--- src/rtl/seg7_scan_decoder_if.sv ---
// Multiplexed 7-segment scan bus plus decoded-result outputs.
// The panel/stimulus side uses master; the decoder uses slave.
interface seg7_scan_decoder_if #(
  parameter int DIGITS = 4
);
  logic [6:0]          seg_in;
  logic [DIGITS-1:0]   dig_sel;
  logic                err_clr;
  logic [4*DIGITS-1:0] value;
  logic [DIGITS-1:0]   valid_mask;
  logic                capture;
  logic                frame_done;
  logic                err_sticky;

  modport master (
    output seg_in,
    output dig_sel,
    output err_clr,
    input  value,
    input  valid_mask,
    input  capture,
    input  frame_done,
    input  err_sticky
  );

  modport slave (
    input  seg_in,
    input  dig_sel,
    input  err_clr,
    output value,
    output valid_mask,
    output capture,
    output frame_done,
    output err_sticky
  );
endinterface

--- src/rtl/seg7_scan_decoder.sv ---
// Receive side of a multiplexed 7-segment bus: dwell-qualified capture and glyph-to-hex decode.
// Optional macro SEG_ACTIVE_LOW_EN treats seg_in as active-low (0 = lit).
module seg7_scan_decoder #(
  parameter int DIGITS        = 4,
  parameter int STABLE_CYCLES = 4
) (
  input  logic              clk,
  input  logic              rst_n,
  seg7_scan_decoder_if.slave bus
);

  localparam int            CW        = $clog2(STABLE_CYCLES + 1);
  localparam logic [CW-1:0] DWELL_MAX = CW'(STABLE_CYCLES);

  typedef enum logic [1:0] {
    ST_WAIT  = 2'd0,
    ST_DWELL = 2'd1,
    ST_HOLD  = 2'd2
  } state_t;

  // Returns {match, nibble}; match=0 for any pattern outside the hex glyph set.
  function automatic logic [4:0] glyph_decode(input logic [6:0] seg);
    logic [4:0] res;
    case (seg)
      7'h3F:   res = {1'b1, 4'h0};
      7'h06:   res = {1'b1, 4'h1};
      7'h5B:   res = {1'b1, 4'h2};
      7'h4F:   res = {1'b1, 4'h3};
      7'h66:   res = {1'b1, 4'h4};
      7'h6D:   res = {1'b1, 4'h5};
      7'h7D:   res = {1'b1, 4'h6};
      7'h07:   res = {1'b1, 4'h7};
      7'h7F:   res = {1'b1, 4'h8};
      7'h6F:   res = {1'b1, 4'h9};
      7'h77:   res = {1'b1, 4'hA};
      7'h7C:   res = {1'b1, 4'hB};
      7'h39:   res = {1'b1, 4'hC};
      7'h5E:   res = {1'b1, 4'hD};
      7'h7B:   res = {1'b1, 4'hE};
      7'h71:   res = {1'b1, 4'hF};
      default: res = {1'b0, 4'h0};
    endcase
    return res;
  endfunction

  function automatic logic is_one_hot(input logic [DIGITS-1:0] sel);
    return (sel != {DIGITS{1'b0}}) &&
           ((sel & (sel - DIGITS'(1))) == {DIGITS{1'b0}});
  endfunction

  logic [6:0]          seg_raw_s;
  logic [6:0]          seg_meta_r;
  logic [6:0]          s_seg_r;
  logic [DIGITS-1:0]   sel_meta_r;
  logic [DIGITS-1:0]   s_sel_r;
  logic [6:0]          prev_seg_r;
  logic [DIGITS-1:0]   prev_sel_r;
  logic [CW-1:0]       dwell_r;
  state_t              state_r;
  state_t              state_nxt_s;
  logic                changed_s;
  logic                one_hot_s;
  logic                capture_s;
  logic [4:0]          dec_s;
  logic                seen_full_s;
  logic [4*DIGITS-1:0] value_r;
  logic [DIGITS-1:0]   valid_r;
  logic [DIGITS-1:0]   seen_r;
  logic                capture_r;
  logic                frame_done_r;
  logic                err_r;

  // Segment polarity normalisation ahead of the synchronizer.
  always_comb begin
`ifdef SEG_ACTIVE_LOW_EN
    seg_raw_s = ~bus.seg_in;
`else
    seg_raw_s = bus.seg_in;
`endif
  end

  // Two-flop synchronizers plus last-cycle copy used for change detection.
  always_ff @(posedge clk or negedge rst_n) begin
    if (!rst_n) begin
      seg_meta_r <= 7'h00;
      s_seg_r    <= 7'h00;
      sel_meta_r <= {DIGITS{1'b0}};
      s_sel_r    <= {DIGITS{1'b0}};
      prev_seg_r <= 7'h00;
      prev_sel_r <= {DIGITS{1'b0}};
    end else begin
      seg_meta_r <= seg_raw_s;
      s_seg_r    <= seg_meta_r;
      sel_meta_r <= bus.dig_sel;
      s_sel_r    <= sel_meta_r;
      prev_seg_r <= s_seg_r;
      prev_sel_r <= s_sel_r;
    end
  end

  always_comb begin
    changed_s   = (s_seg_r != prev_seg_r) || (s_sel_r != prev_sel_r);
    one_hot_s   = is_one_hot(s_sel_r);
    dec_s       = glyph_decode(s_seg_r);
    seen_full_s = (seen_r == {DIGITS{1'b1}});
  end

  // Dwell counter: restarts at 1 on any pair change, saturates at the threshold.
  always_ff @(posedge clk or negedge rst_n) begin
    if (!rst_n) begin
      dwell_r <= {CW{1'b0}};
    end else if (changed_s) begin
      dwell_r <= CW'(1);
    end else if (dwell_r != DWELL_MAX) begin
      dwell_r <= dwell_r + CW'(1);
    end else begin
      dwell_r <= dwell_r;
    end
  end

  // FSM state register.
  always_ff @(posedge clk or negedge rst_n) begin
    if (!rst_n) begin
      state_r <= ST_WAIT;
    end else begin
      state_r <= state_nxt_s;
    end
  end

  // Next state; HOLD guarantees a single capture per stable dwell.
  always_comb begin
    state_nxt_s = state_r;
    capture_s   = 1'b0;
    case (state_r)
      ST_WAIT: begin
        if (one_hot_s) begin
          state_nxt_s = ST_DWELL;
        end else begin
          state_nxt_s = ST_WAIT;
        end
      end
      ST_DWELL: begin
        if (changed_s) begin
          if (one_hot_s) begin
            state_nxt_s = ST_DWELL;
          end else begin
            state_nxt_s = ST_WAIT;
          end
        end else if (dwell_r == DWELL_MAX) begin
          capture_s   = 1'b1;
          state_nxt_s = ST_HOLD;
        end else begin
          state_nxt_s = ST_DWELL;
        end
      end
      ST_HOLD: begin
        if (changed_s) begin
          if (one_hot_s) begin
            state_nxt_s = ST_DWELL;
          end else begin
            state_nxt_s = ST_WAIT;
          end
        end else begin
          state_nxt_s = ST_HOLD;
        end
      end
      default: begin
        state_nxt_s = ST_WAIT;
      end
    endcase
  end

  // Capture datapath: an unrecognised glyph keeps the old nibble but drops its valid bit.
  always_ff @(posedge clk or negedge rst_n) begin
    if (!rst_n) begin
      capture_r <= 1'b0;
      value_r   <= {(4*DIGITS){1'b0}};
      valid_r   <= {DIGITS{1'b0}};
    end else begin
      capture_r <= capture_s;
      for (int i = 0; i < DIGITS; i++) begin
        if (capture_s && s_sel_r[i]) begin
          if (dec_s[4]) begin
            value_r[4*i +: 4] <= dec_s[3:0];
            valid_r[i]        <= 1'b1;
          end else begin
            valid_r[i]        <= 1'b0;
          end
        end
      end
    end
  end

  // Seen-mask and frame pulse; the pulse lands one edge after the completing capture.
  always_ff @(posedge clk or negedge rst_n) begin
    if (!rst_n) begin
      seen_r       <= {DIGITS{1'b0}};
      frame_done_r <= 1'b0;
    end else if (seen_full_s) begin
      seen_r       <= capture_s ? s_sel_r : {DIGITS{1'b0}};
      frame_done_r <= 1'b1;
    end else begin
      seen_r       <= capture_s ? (seen_r | s_sel_r) : seen_r;
      frame_done_r <= 1'b0;
    end
  end

  // Sticky error; a new bad glyph wins over a simultaneous clear.
  always_ff @(posedge clk or negedge rst_n) begin
    if (!rst_n) begin
      err_r <= 1'b0;
    end else if (capture_s && !dec_s[4]) begin
      err_r <= 1'b1;
    end else if (bus.err_clr) begin
      err_r <= 1'b0;
    end else begin
      err_r <= err_r;
    end
  end

  assign bus.value      = value_r;
  assign bus.valid_mask = valid_r;
  assign bus.capture    = capture_r;
  assign bus.frame_done = frame_done_r;
  assign bus.err_sticky = err_r;

endmodule

--- src/flat_wrapper.sv ---
// flat-port wrapper written by rule: the top's interface ports become plain ports
module seg7_scan_decoder_flat 
#(
  parameter int DIGITS        = 4,
  parameter int STABLE_CYCLES = 4
)
  (clk, rst_n, bus_seg_in, bus_dig_sel, bus_err_clr, bus_value, bus_valid_mask, bus_capture, bus_frame_done, bus_err_sticky);
  seg7_scan_decoder_if #(.DIGITS(DIGITS)) bus_i ();
  input  logic clk;
  input  logic rst_n;
  input wire logic [$bits(bus_i.seg_in)-1:0] bus_seg_in;
  input wire logic [$bits(bus_i.dig_sel)-1:0] bus_dig_sel;
  input wire logic [$bits(bus_i.err_clr)-1:0] bus_err_clr;
  output wire logic [$bits(bus_i.value)-1:0] bus_value;
  output wire logic [$bits(bus_i.valid_mask)-1:0] bus_valid_mask;
  output wire logic [$bits(bus_i.capture)-1:0] bus_capture;
  output wire logic [$bits(bus_i.frame_done)-1:0] bus_frame_done;
  output wire logic [$bits(bus_i.err_sticky)-1:0] bus_err_sticky;
  assign bus_i.seg_in = bus_seg_in;
  assign bus_i.dig_sel = bus_dig_sel;
  assign bus_i.err_clr = bus_err_clr;
  assign bus_value = bus_i.value;
  assign bus_valid_mask = bus_i.valid_mask;
  assign bus_capture = bus_i.capture;
  assign bus_frame_done = bus_i.frame_done;
  assign bus_err_sticky = bus_i.err_sticky;
  seg7_scan_decoder #(.DIGITS(DIGITS), .STABLE_CYCLES(STABLE_CYCLES)) u_core (.clk(clk), .rst_n(rst_n), .bus(bus_i));
endmodule
--- config.mk ---
export PLATFORM = sky130hd
export DESIGN_NAME = seg7_scan_decoder_flat
export DESIGN_NICKNAME = d
export VERILOG_FILES = /design/src/rtl/seg7_scan_decoder_if.sv /design/src/rtl/seg7_scan_decoder.sv /design/src/flat_wrapper.sv
export SDC_FILE = /design/constraint.sdc
export NUM_CORES = 1
export LEC_CHECK = 0
export ABC_AREA = 1
export CAP_MARGIN = 20
export CORE_MARGIN = 4
export CORE_UTILIZATION = 55
export DETAILED_ROUTE_END_ITERATION = 12
export MAX_ROUTING_LAYER = met4
export PLACE_DENSITY = 0.8
export SLEW_MARGIN = 20
export SYNTH_ARGS = -nofsm -noshare
export SYNTH_HDL_FRONTEND = slang
export SYNTH_SLANG_ARGS = --single-unit
--- constraint.sdc ---
create_clock -name clk -period 4.4 [get_ports clk]
set_input_delay 0.66 -clock clk [delete_from_list [all_inputs] [get_ports clk]]
set_output_delay 0.66 -clock clk [all_outputs]
set_load 0.1 [all_outputs]
### Yosys cells after proc, flatten, opt, wreduce, memory -nomap -nowiden

Index checks and enable logic that the tools add are counted.

* flip-flop bits (word level): 65
* latch bits: 0
* bits in writable memories: 0
* bits in read-only memories: 0
* bits of input ports: 14
* output and inout port bits: 23
* logic and storage cells: 83
* memories: 0

* add/subtract/negate cells: 2
* multipliers: 0
* div/mod/pow operators: 0
* magnitude comparators: 0
* eq/ne operators: 23
* shift operators: 0
* muxes and demuxes: 18
* bitwise gates (word level): 2
* reductions and logical operators: 18

Operators by type and width (count)
* $eq A7 B7 Y1 const B: 12
* $pmux W5 S16: 1
* $eq A7 B3 Y1 const B: 2
* $eq A7 B6 Y1 const B: 2
* $mux W4: 3
* $mux W1: 8
* $reduce_and A2 Y1: 4
* $ne A7 B7 Y1: 1
* $logic_and A1 B1 Y1: 6
* $mux W2: 3
* $mux W3: 2
* $pmux W2 S3: 1
* $reduce_bool A2 Y1: 3
* $and A4 B4 Y4: 1
* $eq A4 B4 Y1 const B: 1
* $logic_not A4 Y1: 1
* $ne A4 B4 Y1: 1
* $or A4 B4 Y4: 1
* $reduce_bool A4 Y1: 1
* $sub A4 B1 Y4 const B: 1
* $add A3 B1 Y3 const B: 1
* $eq A3 B3 Y1 const B: 1
* $ne A3 B3 Y1 const B: 1
* $eq A2 B1 Y1 const B: 1
* other kinds (4): 4

### Depth between registers and ports, before layout

* word-level depth: 7
* gate-level depth with buffers: 13
* gate-level depth less buffers: 12

### Least setup slack after synthesis

Ideal clock, no wire load.

* path kind: flip-flop to output port
* start: register u_core.valid_r[0], in the netlist u_core.bus.valid_mask[0]
* end: output port bus_valid_mask[0]
* data arrival time: 0.898 ns
* data required time: 3.740 ns
* setup slack: 2.842 ns
* stages on the path, launching flop included: 1
* path buffers: 0
* path through: dfrtp_1

RTL lines
* start: declaration: line seg7_scan_decoder.sv:67 `logic [DIGITS-1:0] valid_r;`
* start signal: assignment: line seg7_scan_decoder.sv:178 `valid_r <= {DIGITS{1'b0}};`
* end: declaration: line flat_wrapper.sv:15 `output wire logic [$bits(bus_i.valid_mask)-1:0] bus_valid_mask;`

No word-level cell between the ends.

### Final worst setup path

* start: register u_core.value_r[1], in the netlist u_core.bus.value[1]
* end: output port bus_value[1]

RTL lines
* start: declaration: line seg7_scan_decoder.sv:66 `logic [4*DIGITS-1:0] value_r;`
* start signal: assignment: line seg7_scan_decoder.sv:177 `value_r <= {(4*DIGITS){1'b0}};`
* start signal: indexed assignment: line seg7_scan_decoder.sv:184 `value_r[4*i +: 4] <= dec_s[3:0];`
* end: declaration: line flat_wrapper.sv:14 `output wire logic [$bits(bus_i.value)-1:0] bus_value;`

No word-level cell between the ends.

==> results.py <==
metrics = {
    "outcome": {
        "outcome": "completed",
    },
    "synth": {
        "synthDistinctLibCells": 25,
        "yosys-mux-area-fraction": 0,
        "syn_area_per_cell_um2": 9.02,
        "synth_area_um2": 2740,
        "synth_xor_area_frac": 0.0160,
        "synth_top_cell_by_area": "dfrtp_1",
        "ys.flop_type": "dfrtp_1",
        "synthArstFlopShare": 1.00,
        "synthTopCellsByCount": "nand2_1, dfrtp_1, inv_1",
        "synth-edff-count": 0,
        "synth_top_cell_area_share": 0.593,
        "synth_fp_nets": 320,
        "yosysMostFrequentCell": "nand2_1",
        "synthTopCellsByArea": "dfrtp_1, nand2_1, inv_1",
        "synth-seq-cells": 65,
        "synth_fa_ha_area_frac": 0.00912,
        "synth_top_family_by_area": "simple AND/OR/NAND/NOR gates",
        "seq_area_frac_synth": 0.593,
        "synth-simple-area-share": 0.277,
        "yosysWarnings": 0,
        "synth_compound_area_frac": 0.0406,
        "synth_cells": 304,
    },
    "cts": {
        "postCtsHoldBufs": 0,
        "cts.clk_slew.worst_paths_ps": 70,
        "clkLatencyLatePin_ps": 340,
        "cts_buffers": 9,
        "clkSinkCount": 65,
        "cts-root-buf": "clkbuf_8",
        "cts_setup_buffers": 0,
        "cts_buffer_depth": 2,
        "cts_tree": "done",
        "h-tree-depth": 3,
        "post_cts_resized": 0,
    },
    "finish": {
        "layout.nets": 366,
        "fin_area_um2": 3370,
        "syn2layout_area_growth_pct": 23.0,
        "final_core_util": 0.705,
        "antenna_cells": 0,
        "drive_gt1_frac": 0.107,
    },
    "critical_path": {
        "crit_end": "bus_value[1]",
        "startpoint": "u_core.bus.value[1]$_DFFE_PN0P_",
        "r2r_end": "u_core.bus.valid_mask[0]$_DFFE_PN0P_",
        "required_ps": 3740,
        "cp-start-kind": "register",
        "endpoint_kind": "output port",
        "path_depth": 1,
        "path_cells": "clkdlybuf4s50_1",
        "cp_num_buf_inv": 1,
        "critPathTopFamily": "buffers and inverters",
        "r2r-start": "u_core.s_sel_r[3]$_DFF_PN0_",
        "slowest_stage": "clkdlybuf4s50_1",
        "r2r_cells": 8,
        "cp_max_fo": 2,
        "crit_type": "reg2out",
        "r2r_slack_ps": 2270,
        "crit_arrival_ps": 1880,
        "worst_path_largest_cell_delay_ps": 1150,
    },
    "grt": {
        "antenna_found_initial": 0,
        "grt_max_degree": 66,
        "grt_pass1_vias": 2079,
        "grt_pass1_wl_um": 9780,
        "grtUsageTotal": 0.214,
        "grt_overflow_total": 0,
    },
    "timing": {
        "finalSetupViolations": 0,
        "tightestPinTransition_ps": 1000,
        "fin_tns_setup_ps": 0,
        "fmax_mhz": 394,
        "fin_crit_ps": 2540,
        "timing.slew.headroom": 0.328,
        "hold_viol_final": 0,
        "finClkSkew_ps": 7.38,
        "setup_ws_ps": 1860,
        "drv_slew": 0,
        "rsz0062_at_grt": "false",
        "min_period_over_period": 0.577,
    },
    "route": {
        "vias_per_cell": 5.05,
        "routedWlPerCell_um": 13.5,
        "drc": 0,
        "ant_nets": 0,
        "wirelength_um": 5700,
        "drtIter0Drc": 186,
        "drt_first_pass_iters": 5,
        "vias": 2129,
    },
    "die": {
        "floorplan.initialDensity": 0.573,
        "rows": 25,
        "die_y_um": 78.6,
        "ioPinCount": 37,
        "die_area_um2": 6180,
        "die-width_um": 78.6,
        "fp.coreArea_um2": 4790,
    },
    "power": {
        "power.leakage_nw": 1.73,
        "irDropWorstVdd_v": 0.000269,
        "report.power.total_mw": 1.21,
        "power_density_nw_per_um2": 359,
    },
    "hold_path": {
        "hp-start": "u_core.seg_meta_r[5]$_DFF_PN0_",
        "min_path_type": "reg2reg",
    },
    "job": {
        "maxCapViolCount": 0,
    },
    "place": {
        "hpwl_um": 3910,
        "gp_congestion": 0.913,
        "dp_slack_ps": 2240,
        "place_area_um2": 3170,
        "port_buffers": 36,
    },
}
[flip-flops by register name (all words and copies together), names as in the netlist]
name	count
u_core.s_sel_r	4
u_core.seg_meta_r	7
u_core.prev_seg_r	7
u_core.bus.valid_mask	4
u_core.state_r	2
u_core.prev_sel_r	4
u_core.bus.value	16
u_core.s_seg_r	7
u_core.sel_meta_r	4
u_core.bus.err_sticky	1
u_core.bus.frame_done	1
u_core.dwell_r	3
u_core.bus.capture	1
u_core.seen_r	4
[per-stage QoR]
step | hold slack (ps) | instances
2_1_floorplan | 331 | 304
3_3_place_gp | 331 | 406
3_5_place_dp | 335 | 406
4_1_cts | 349 | 422
5_1_grt | 355 | 422
6_report | 347 | 422
[cells in the final DEF, fill, tap and decap left out]
cell type        instances
nand2_1                106
dfrtp_1                 65
inv_1                   37
clkdlybuf4s50_1         35
nor2_1                  28
nand3_1                 13
clkbuf_8                10
o21ai_0                  7
a21oi_1                  6
xnor2_1                  5
inv_2                    5
o22ai_1                  5
nand3_2                  4
nand4_1                  4
nor2_4                   3
nor2_2                   3
clkinvlp_4               3
nand2_2                  2
ha_1                     2
nor2_8                   1
nand4_2                  1
o31ai_1                  1
nor4_1                   1
o211ai_1                 1
nor3_1                   1
nand3_4                  1
inv_6                    1
bufinv_16                1
clkinv_2                 1
buf_2                    1
buf_4                    1
[how the worst min path moves through the flow]
stage	cells past startpoint	to	slack, ps
2_1_floorplan	0	u_core.s_seg_r[0]$_DFF_PN0_	330
3_3_place_gp	0	u_core.s_seg_r[1]$_DFF_PN0_	330
3_5_place_dp	0	u_core.s_seg_r[5]$_DFF_PN0_	330
4_1_cts	0	u_core.s_seg_r[5]$_DFF_PN0_	350
5_1_grt	0	u_core.s_seg_r[0]$_DFF_PN0_	360
6_report	0	u_core.s_seg_r[5]$_DFF_PN0_	350
[where the power goes]
part	switching, mW	internal, mW
clock network	0.235	0.278
registers	0.0145	0.614
logic	0.0452	0.0251
total	0.294	0.916
[layer usage]
metal  GRT usage  vias up  part of all wire
met5           -        -                 0
met4       0.105        0             0.024
li1            -     1032                 -
met3      0.0436       15             0.061
met1       0.279     1000              0.44
met2       0.320       82              0.47
[cell type report]
cell class	count	area (um^2)
Fill cell	360	1410
Multi-Input combinational cell	195	940
Inverter	42	158
Clock inverter	6	66.3
Clock buffer	10	138
Sequential cell	65	1630
Tap cell	67	83.8
Timing Repair Buffer	37	363
[cells by family after synthesis]
kind of cell | count (synthesis)
buffers and inverters | 44
AO/OA/AOI/OAI | 20
AND/OR/NAND/NOR | 168
XOR/XNOR | 5
flip-flops | 65
adder cells (fa/ha/maj) | 2
[worst reg2reg max path, stage by stage, from the launching register on]
cell	delay [ps]
dfrtp_1	470
xnor2_1	190
nand2_1	70
nor2_1	270
nand4_2	400
nor2_1	380
inv_1	100
nand2_1	80
nand2_1	60
Note: power is estimated with default switching activity, not from simulation.
==> patch 1 (same flow settings) <==
Add a define of `SEG_ACTIVE_LOW_EN`.
--- a/src/rtl/seg7_scan_decoder.sv
+++ b/src/rtl/seg7_scan_decoder.sv
@@ -1,5 +1,7 @@
 // Receive side of a multiplexed 7-segment bus: dwell-qualified capture and glyph-to-hex decode.
 // Optional macro SEG_ACTIVE_LOW_EN treats seg_in as active-low (0 = lit).
+`define SEG_ACTIVE_LOW_EN
+
 module seg7_scan_decoder #(
   parameter int DIGITS        = 4,
   parameter int STABLE_CYCLES = 4
Function: changed (Yosys sat finds a counterexample within 10 cycles, from zero or initial values and one cycle with rst_n low).
==> patch 1 against the original RTL <==
  * Largest cell class unchanged
  * Core utilization about the same
  * Synthesized area increased by 3.7%
  * Worst setup slack improved by 8.9 ps
  * First-iteration DRC count decreased by 28%
  * Sequential cell count unchanged
  * Wire length decreased by 2.6%
  * Cell area increased by 2.0%
  * Total power decreased by 2.9%
  * Highest routed layer unchanged
  * Global-route usage decreased by 0.62 points
==> patch 1: results (changes against the original RTL) <==
* Hold Startpoint: u_core.sel_meta_r[1]$_DFF_PN0_
* Worst hold path cell count: 0 (unchanged)
* Outcome: finished, final reports clean
- The worst hold path terminates at u_core.s_sel_r[1]$_DFF_PN0_.
- The via density per instance is 4.920 (-2.5%).
- The number of fill cells came to 397 (+10%).
- Detail Placement HPWL: 3931 um (+0.62%)
* Worst-case clock skew: 4.013 ps (-3.371 ps)
- Net count after synthesis: 323 (+0.94%)
- The number of CTS-inserted buffers was 9 (unchanged).
- Net count, final: 368 (+0.55%)
* Top post-synthesis cells by area: dfrtp_1 (57%), nand2_1 (13%), inv_1 (5.1%), nand3_1 (3.2%), nor2_1 (3.2%)
* Largest fanout of any net on the critical path: 2 (unchanged)
- Number of optimization iterations in the first detailed-route pass: 4 (-1)
- The global-route wire length before repair is 9639 um (-1.5%).
- The number of antenna violations at the first check in global routing came to 0 (unchanged).
* Cell at the root of the clock tree: clkbuf_8
- Insertion delay to the later sink of the worst-skew pair: 340 ps (about the same)
- Async S/R FF share, synth: 100.0% (unchanged)
* # port buffers: 36 (unchanged)
- The count of different cell masters after synthesis is 24 (-4.0%).
* CTS H-tree lvls: 3 (unchanged)
- Final Wtd Congestion: 0.8919 (-2.3%)
- CTS clock-pin slew for the worst setup and hold paths: 70 ps (about the same)
- R2r endpoint: u_core.bus.valid_mask[0]$_DFFE_PN0P_
* Post-cts gate resize count: 0 (unchanged)
- Total wire length after detailed routing: 5550 um (-2.6%)
- The leakage power came to 1.776 nW (+2.5%).
- Number of buffers inserted by post-CTS setup repair: 0 (unchanged)
* Tightest Pin Transition: 1002 ps (-2.858 ps)
- At the worst endpoint, the arrival time is approximately 1900 ps.
- Antenna Diode Count: 0 (unchanged)
- The fraction of final layout cells sized beyond drive strength 1 is 11.24% (+0.53 points).
- The register area share after synthesis was 57.19% (-2.1 points).
* Peak supply drop: 0.0002423 V (-10%)
* YS warnings: 0 (unchanged)
- The startpoint identified for the worst register-to-register timing path is u_core.s_seg_r[6]$_DFF_PN0_.
* Most instantiated cells after synthesis: nand2_1 (100), dfrtp_1 (65), inv_1 (39), nor2_1 (24), nand3_1 (18)
- Category of cells accounting for the largest share of critical-path delay: buffers and inverters
- The initial detailed-routing violation count is 134 (-28%).
- The via count of the first global-routing pass is 2,060 (-0.91%).
* Flop-to-flop setup slack: 2300 ps (+30 ps)
- The number of flip-flops in the largest register was 16 (unchanged).
- Among all stages on the critical path, the largest delay is contributed by clkdlybuf4s50_1.
- The buffer depth of the longest clock path came to 2 (unchanged).
- The overall routing resource usage was 20.74% (-0.62 points).
* Largest net degree at the start of global routing: 66 (unchanged)
- The number of cells on the worst reg-to-reg path came to 8 (unchanged).
- The largest single stage delay on the critical path is ~1200 ps.
- Hold crit path type: register to register
patch 1: metrics by stage:
step	utilization (%)	area, sq um	setup slack [ps]	hold WS [ps]	instances
floorplan	-	2844	2784	331.2	307
global placement	66.87	3263	2265	331.4	408
detailed placement	66.87	3263	2231	334.7	408
CTS	70.51	3441	1855	349.0	423
global route	70.51	3441	1830	352.2	423
finish	70.51	3441	1869	348.1	423
patch 1: cells by family (layout without fill, tap and decap cells):
| group | count (synthesis) | after routing | share of synthesized area [%] |
|---|---|---|---|
| simple gates | 167 | 167 | 29.52 |
| flops | 65 | 65 | 57.19 |
| buf+inv | 49 | 98 | 7.039 |
| compound gates | 19 | 19 | 3.827 |
| xor+xnor | 5 | 5 | 1.540 |
| fa+ha+maj | 2 | 2 | 0.8798 |
patch 1: worst max-delay path by stage:
stage | startpoint | endpoint | depth (start not counted)
after floorplan | u_core.s_seg_r[6]$_DFF_PN0_ | u_core.bus.valid_mask[0]$_DFFE_PN0P_ | 9
after global placement | u_core.bus.value[6]$_DFFE_PN0P_ | bus_value[6] | 1
after detailed placement | u_core.bus.valid_mask[0]$_DFFE_PN0P_ | bus_valid_mask[0] | 1
after CTS | u_core.bus.valid_mask[0]$_DFFE_PN0P_ | bus_valid_mask[0] | 1
after global routing | u_core.bus.valid_mask[0]$_DFFE_PN0P_ | bus_valid_mask[0] | 1
final | u_core.bus.valid_mask[0]$_DFFE_PN0P_ | bus_valid_mask[0] | 1
patch 1: report_power, final:
| group | leakage, nW | total [mW] | internal (mW) | switching (mW) |
|---|---|---|---|---|
| Clock | 0.0864 | 0.472 | 0.258 | 0.214 |
| Combinational | 0.864 | 0.0735 | 0.0262 | 0.0474 |
| Sequential | 0.826 | 0.630 | 0.614 | 0.0162 |
| Total | 1.78 | 1.18 | 0.898 | 0.277 |
patch 1: final cells by class:
| class | count | area [sq um] | share of cell area, % |
|---|---|---|---|
| Tap cell | 67 | 83.83 | 2.436 |
| Timing Repair Buffer | 37 | 362.8 | 10.55 |
| Inverter | 46 | 172.7 | 5.018 |
| Clock inverter | 3 | 42.54 | 1.236 |
| Sequential cell | 65 | 1627 | 47.27 |
| Clock buffer | 12 | 135.1 | 3.927 |
| Multi-Input combinational cell | 193 | 1017 | 29.56 |
patch 1: layer usage:
metal / part of all wire, % / global-route usage [%] / routed length (um) / up-vias
met5: 0 / - / 0 / -
met4: 2.5 / 11.49 / 140 / 0
met3: 5.2 / 4.628 / 288 / 15
met2: 48 / 31.95 / 2672 / 49
met1: 44 / 25.37 / 2449 / 978
li1: - / - / - / 1039
==> patch 2 (config.mk and constraints unchanged) <==
Without the edit above. Reset style: synchronous (`rst_n`), changed in 6 clocked blocks.
--- a/src/rtl/seg7_scan_decoder.sv
+++ b/src/rtl/seg7_scan_decoder.sv
@@ -80,7 +80,7 @@
   end
 
   // Two-flop synchronizers plus last-cycle copy used for change detection.
-  always_ff @(posedge clk or negedge rst_n) begin
+  always_ff @(posedge clk) begin
     if (!rst_n) begin
       seg_meta_r <= 7'h00;
       s_seg_r    <= 7'h00;
@@ -106,7 +106,7 @@
   end
 
   // Dwell counter: restarts at 1 on any pair change, saturates at the threshold.
-  always_ff @(posedge clk or negedge rst_n) begin
+  always_ff @(posedge clk) begin
     if (!rst_n) begin
       dwell_r <= {CW{1'b0}};
     end else if (changed_s) begin
@@ -119,7 +119,7 @@
   end
 
   // FSM state register.
-  always_ff @(posedge clk or negedge rst_n) begin
+  always_ff @(posedge clk) begin
     if (!rst_n) begin
       state_r <= ST_WAIT;
     end else begin
@@ -171,7 +171,7 @@
   end
 
   // Capture datapath: an unrecognised glyph keeps the old nibble but drops its valid bit.
-  always_ff @(posedge clk or negedge rst_n) begin
+  always_ff @(posedge clk) begin
     if (!rst_n) begin
       capture_r <= 1'b0;
       value_r   <= {(4*DIGITS){1'b0}};
@@ -192,7 +192,7 @@
   end
 
   // Seen-mask and frame pulse; the pulse lands one edge after the completing capture.
-  always_ff @(posedge clk or negedge rst_n) begin
+  always_ff @(posedge clk) begin
     if (!rst_n) begin
       seen_r       <= {DIGITS{1'b0}};
       frame_done_r <= 1'b0;
@@ -206,7 +206,7 @@
   end
 
   // Sticky error; a new bad glyph wins over a simultaneous clear.
-  always_ff @(posedge clk or negedge rst_n) begin
+  always_ff @(posedge clk) begin
     if (!rst_n) begin
       err_r <= 1'b0;
     end else if (capture_s && !dec_s[4]) begin
Formal check against the unedited RTL: differs if rst_n is asserted again (counterexample within 10 cycles, from zero or initial values and one cycle with rst_n low); with rst_n held inactive, the same outputs for 10 cycles.
==> patch 2 against the original RTL <==
  * Hold slack gained 66 ps
  * Synthesized area increased by 1.0%
  * Worst setup slack better by 22 ps
  * Register-to-register slack gained 100 ps
  * Maximum frequency grew 0.89%
  * Cell area grew 0.33%
  * Total power up 4.3%
  * First-iteration DRC count up 34%
  * Wire length rose by 1.1%
  * Sequential cell count unchanged
  * Combinational power rose by 5.1%
  * Sequential share of layout area is 9.8 points lower
  * Synthesized cell count is 28% higher
  * Critical path type unchanged
==> patch 2: results (changes against the original RTL) <==
* Outcome: finished, final reports clean
* Hold Startpoint: u_core.seg_meta_r[6]$_SDFF_PN0_
- Number of optimization iterations in the first detailed-route pass: 4 (-1)
* Number of buffers inserted by post-CTS setup repair: 0 (unchanged)
- First-pass GRT wire length: 9694 um (-0.92%)
* Number of buffers on the longest clock path: 2 (unchanged)
- Tightest Pin Transition: 994.8 ps (-10.07 ps)
- The share of synthesized flip-flops with an asynchronous set or reset is 0% (-100 points).
* Final Wtd Congestion: 0.9418 (+3.2%)
* Largest net degree at the start of global routing: 45 (-32%)
- Final Non-Filler Cells: 499 (+18%)
* Average via count per standard cell: 4.880 (-3.3%)
- # placed instances: 483 (+19%)
* Peak supply drop: 0.0003010 V (+12%)
- Met2 capacity usage during global routing: 32.32% (+0.32 points)
* Category of cells accounting for the largest share of critical-path delay: buffers and inverters
- Worst slack, placed: 2091 ps (-153.1 ps)
* Number of buffers inserted during clock tree synthesis: 9 (unchanged)
- CTS clock-pin slew for the worst setup and hold paths: 70 ps (about the same)
* Top post-synthesis cells by area: dfxtp_1 (47%), nand2_1 (17%), inv_1 (8.9%), a21oi_1 (5.2%), nor2_1 (4.2%)
- Post-cts gate resize count: 0 (unchanged)
- Ratio of cells with drive above 1 in the final layout: 8.565% (-2.1 points)
- Endpoint, Worst Hold: u_core.s_seg_r[6]$_SDFF_PN0_
* Global routing met3 resource utilization: 5.102% (+0.74 points)
- The net count after synthesis came to 406 (+27%).
- Most instantiated cells after synthesis: nand2_1 (126), inv_1 (66), dfxtp_1 (65), nor2_1 (31), a21oi_1 (29)
* Detail Placement HPWL: 3943 um (+0.94%)
- Number of cells produced by synthesis: 390 (+28%)
- Mean routed wirelength per cell: 11.55 um (-14%)
* Setup crit start: u_core.bus.value[3]$_SDFFE_PN0P_
- The critical path arrival was 1860 ps (-20 ps).
* Worst hold slack: 413.2 ps (+66.44 ps)
- The highest clock frequency the design can meet came to 397.3 MHz (+0.89%).
* Overall Global Routing Usage: 20.59% (-0.77 points)
* Final Setup Violations: 0 (unchanged)
* Number of distinct standard cells referenced by the synthesized netlist: 26 (+4.0%)
- The met1 track utilization from global routing is 23.96% (-3.9 points).
* Net count, final: 443 (+21%)
* Insertion delay to the later sink of the worst-skew pair: 340 ps (about the same)
- Via count of the first global-routing pass: 2,256 (+8.5%)
* RR Startpoint: u_core.s_seg_r[6]$_SDFF_PN0_
* Number of cell instances on the worst register-to-register path: 9 (+1)
- Worst setup path endpoint: bus_value[3]
- Worst hold path cell count: 2 (+2)
- DRC marker count from the first detailed-route iteration: 249 (+34%)
* R2r endpoint: u_core.bus.value[5]$_SDFFE_PN0P_
- The number of antenna violations at the first check in global routing came to 0 (unchanged).
- The internal power contribution is 968.4 uW (+5.7%).
- The placement-stage cell area was 3158 sq um (-0.39%).
* YS warnings: 0 (unchanged)
- The register area share after synthesis came to 46.97% (-12 points).
* Flop-to-flop setup slack: 2370 ps (+100 ps)
* Static Leakage: 1.615 nW (-6.8%)
- The top fanout value on the critical path was 2 (unchanged).
- Worst-case clock skew: 7.655 ps (+0.2708 ps)
==> patch 2: changes by cell type after synthesis, sizes merged, moves of 2 or more <==
cell    change
nand2      +19
a21oi      +23
o22ai       -4
inv        +31
clkbuf      +7
buf         +2
nand3       +3
nor2        +6
dfrtp      -65
o21ai       -3
dfxtp      +65
==> patch 2: layout make-up <==
| cell class | count | area, sq um |
|---|---|---|
| Tap cell | 67 | 83.83 |
| Fill cell | 408 | 1400 |
| Inverter | 73 | 274.0 |
| Sequential cell | 65 | 1301 |
| Timing Repair Buffer | 37 | 367.9 |
| Clock buffer | 10 | 137.6 |
| Multi-Input combinational cell | 241 | 1131 |
| Clock inverter | 6 | 90.09 |
==> patch 2: cell families (layout without fill, tap and decap cells) <==
kind of cell | count (synthesis) | count (layout) | share of synthesized area [%]
adder cells (fa/ha/maj) | 2 | 2 | 0.9032
AO/OA/AOI/OAI | 38 | 38 | 7.362
XOR/XNOR | 6 | 6 | 1.897
flip-flops | 65 | 65 | 46.97
AND/OR/NAND/NOR | 195 | 195 | 30.67
buffers and inverters | 84 | 126 | 12.20
==> patch 2: power by group through the flow <==
stage / clock [mW] / combinational [mW] / sequential, mW
4_1_cts: 0.579 / 0.0744 / 0.614
3_5_place_dp: 0 / 0.0735 / 0.627
6_report: 0.575 / 0.0739 / 0.613
3_3_place_gp: 0 / 0.0710 / 0.626
2_1_floorplan: 0 / 0.0564 / 0.623
5_1_grt: 0.606 / 0.0845 / 0.616
==> patch 2: per-layer routing <==
layer | share of wire (%) | vias up
met4 | 2.1 | 0
met3 | 4.8 | 12
li1 | - | 1252
met1 | 45 | 1111
met5 | 0 | -
met2 | 48 | 60
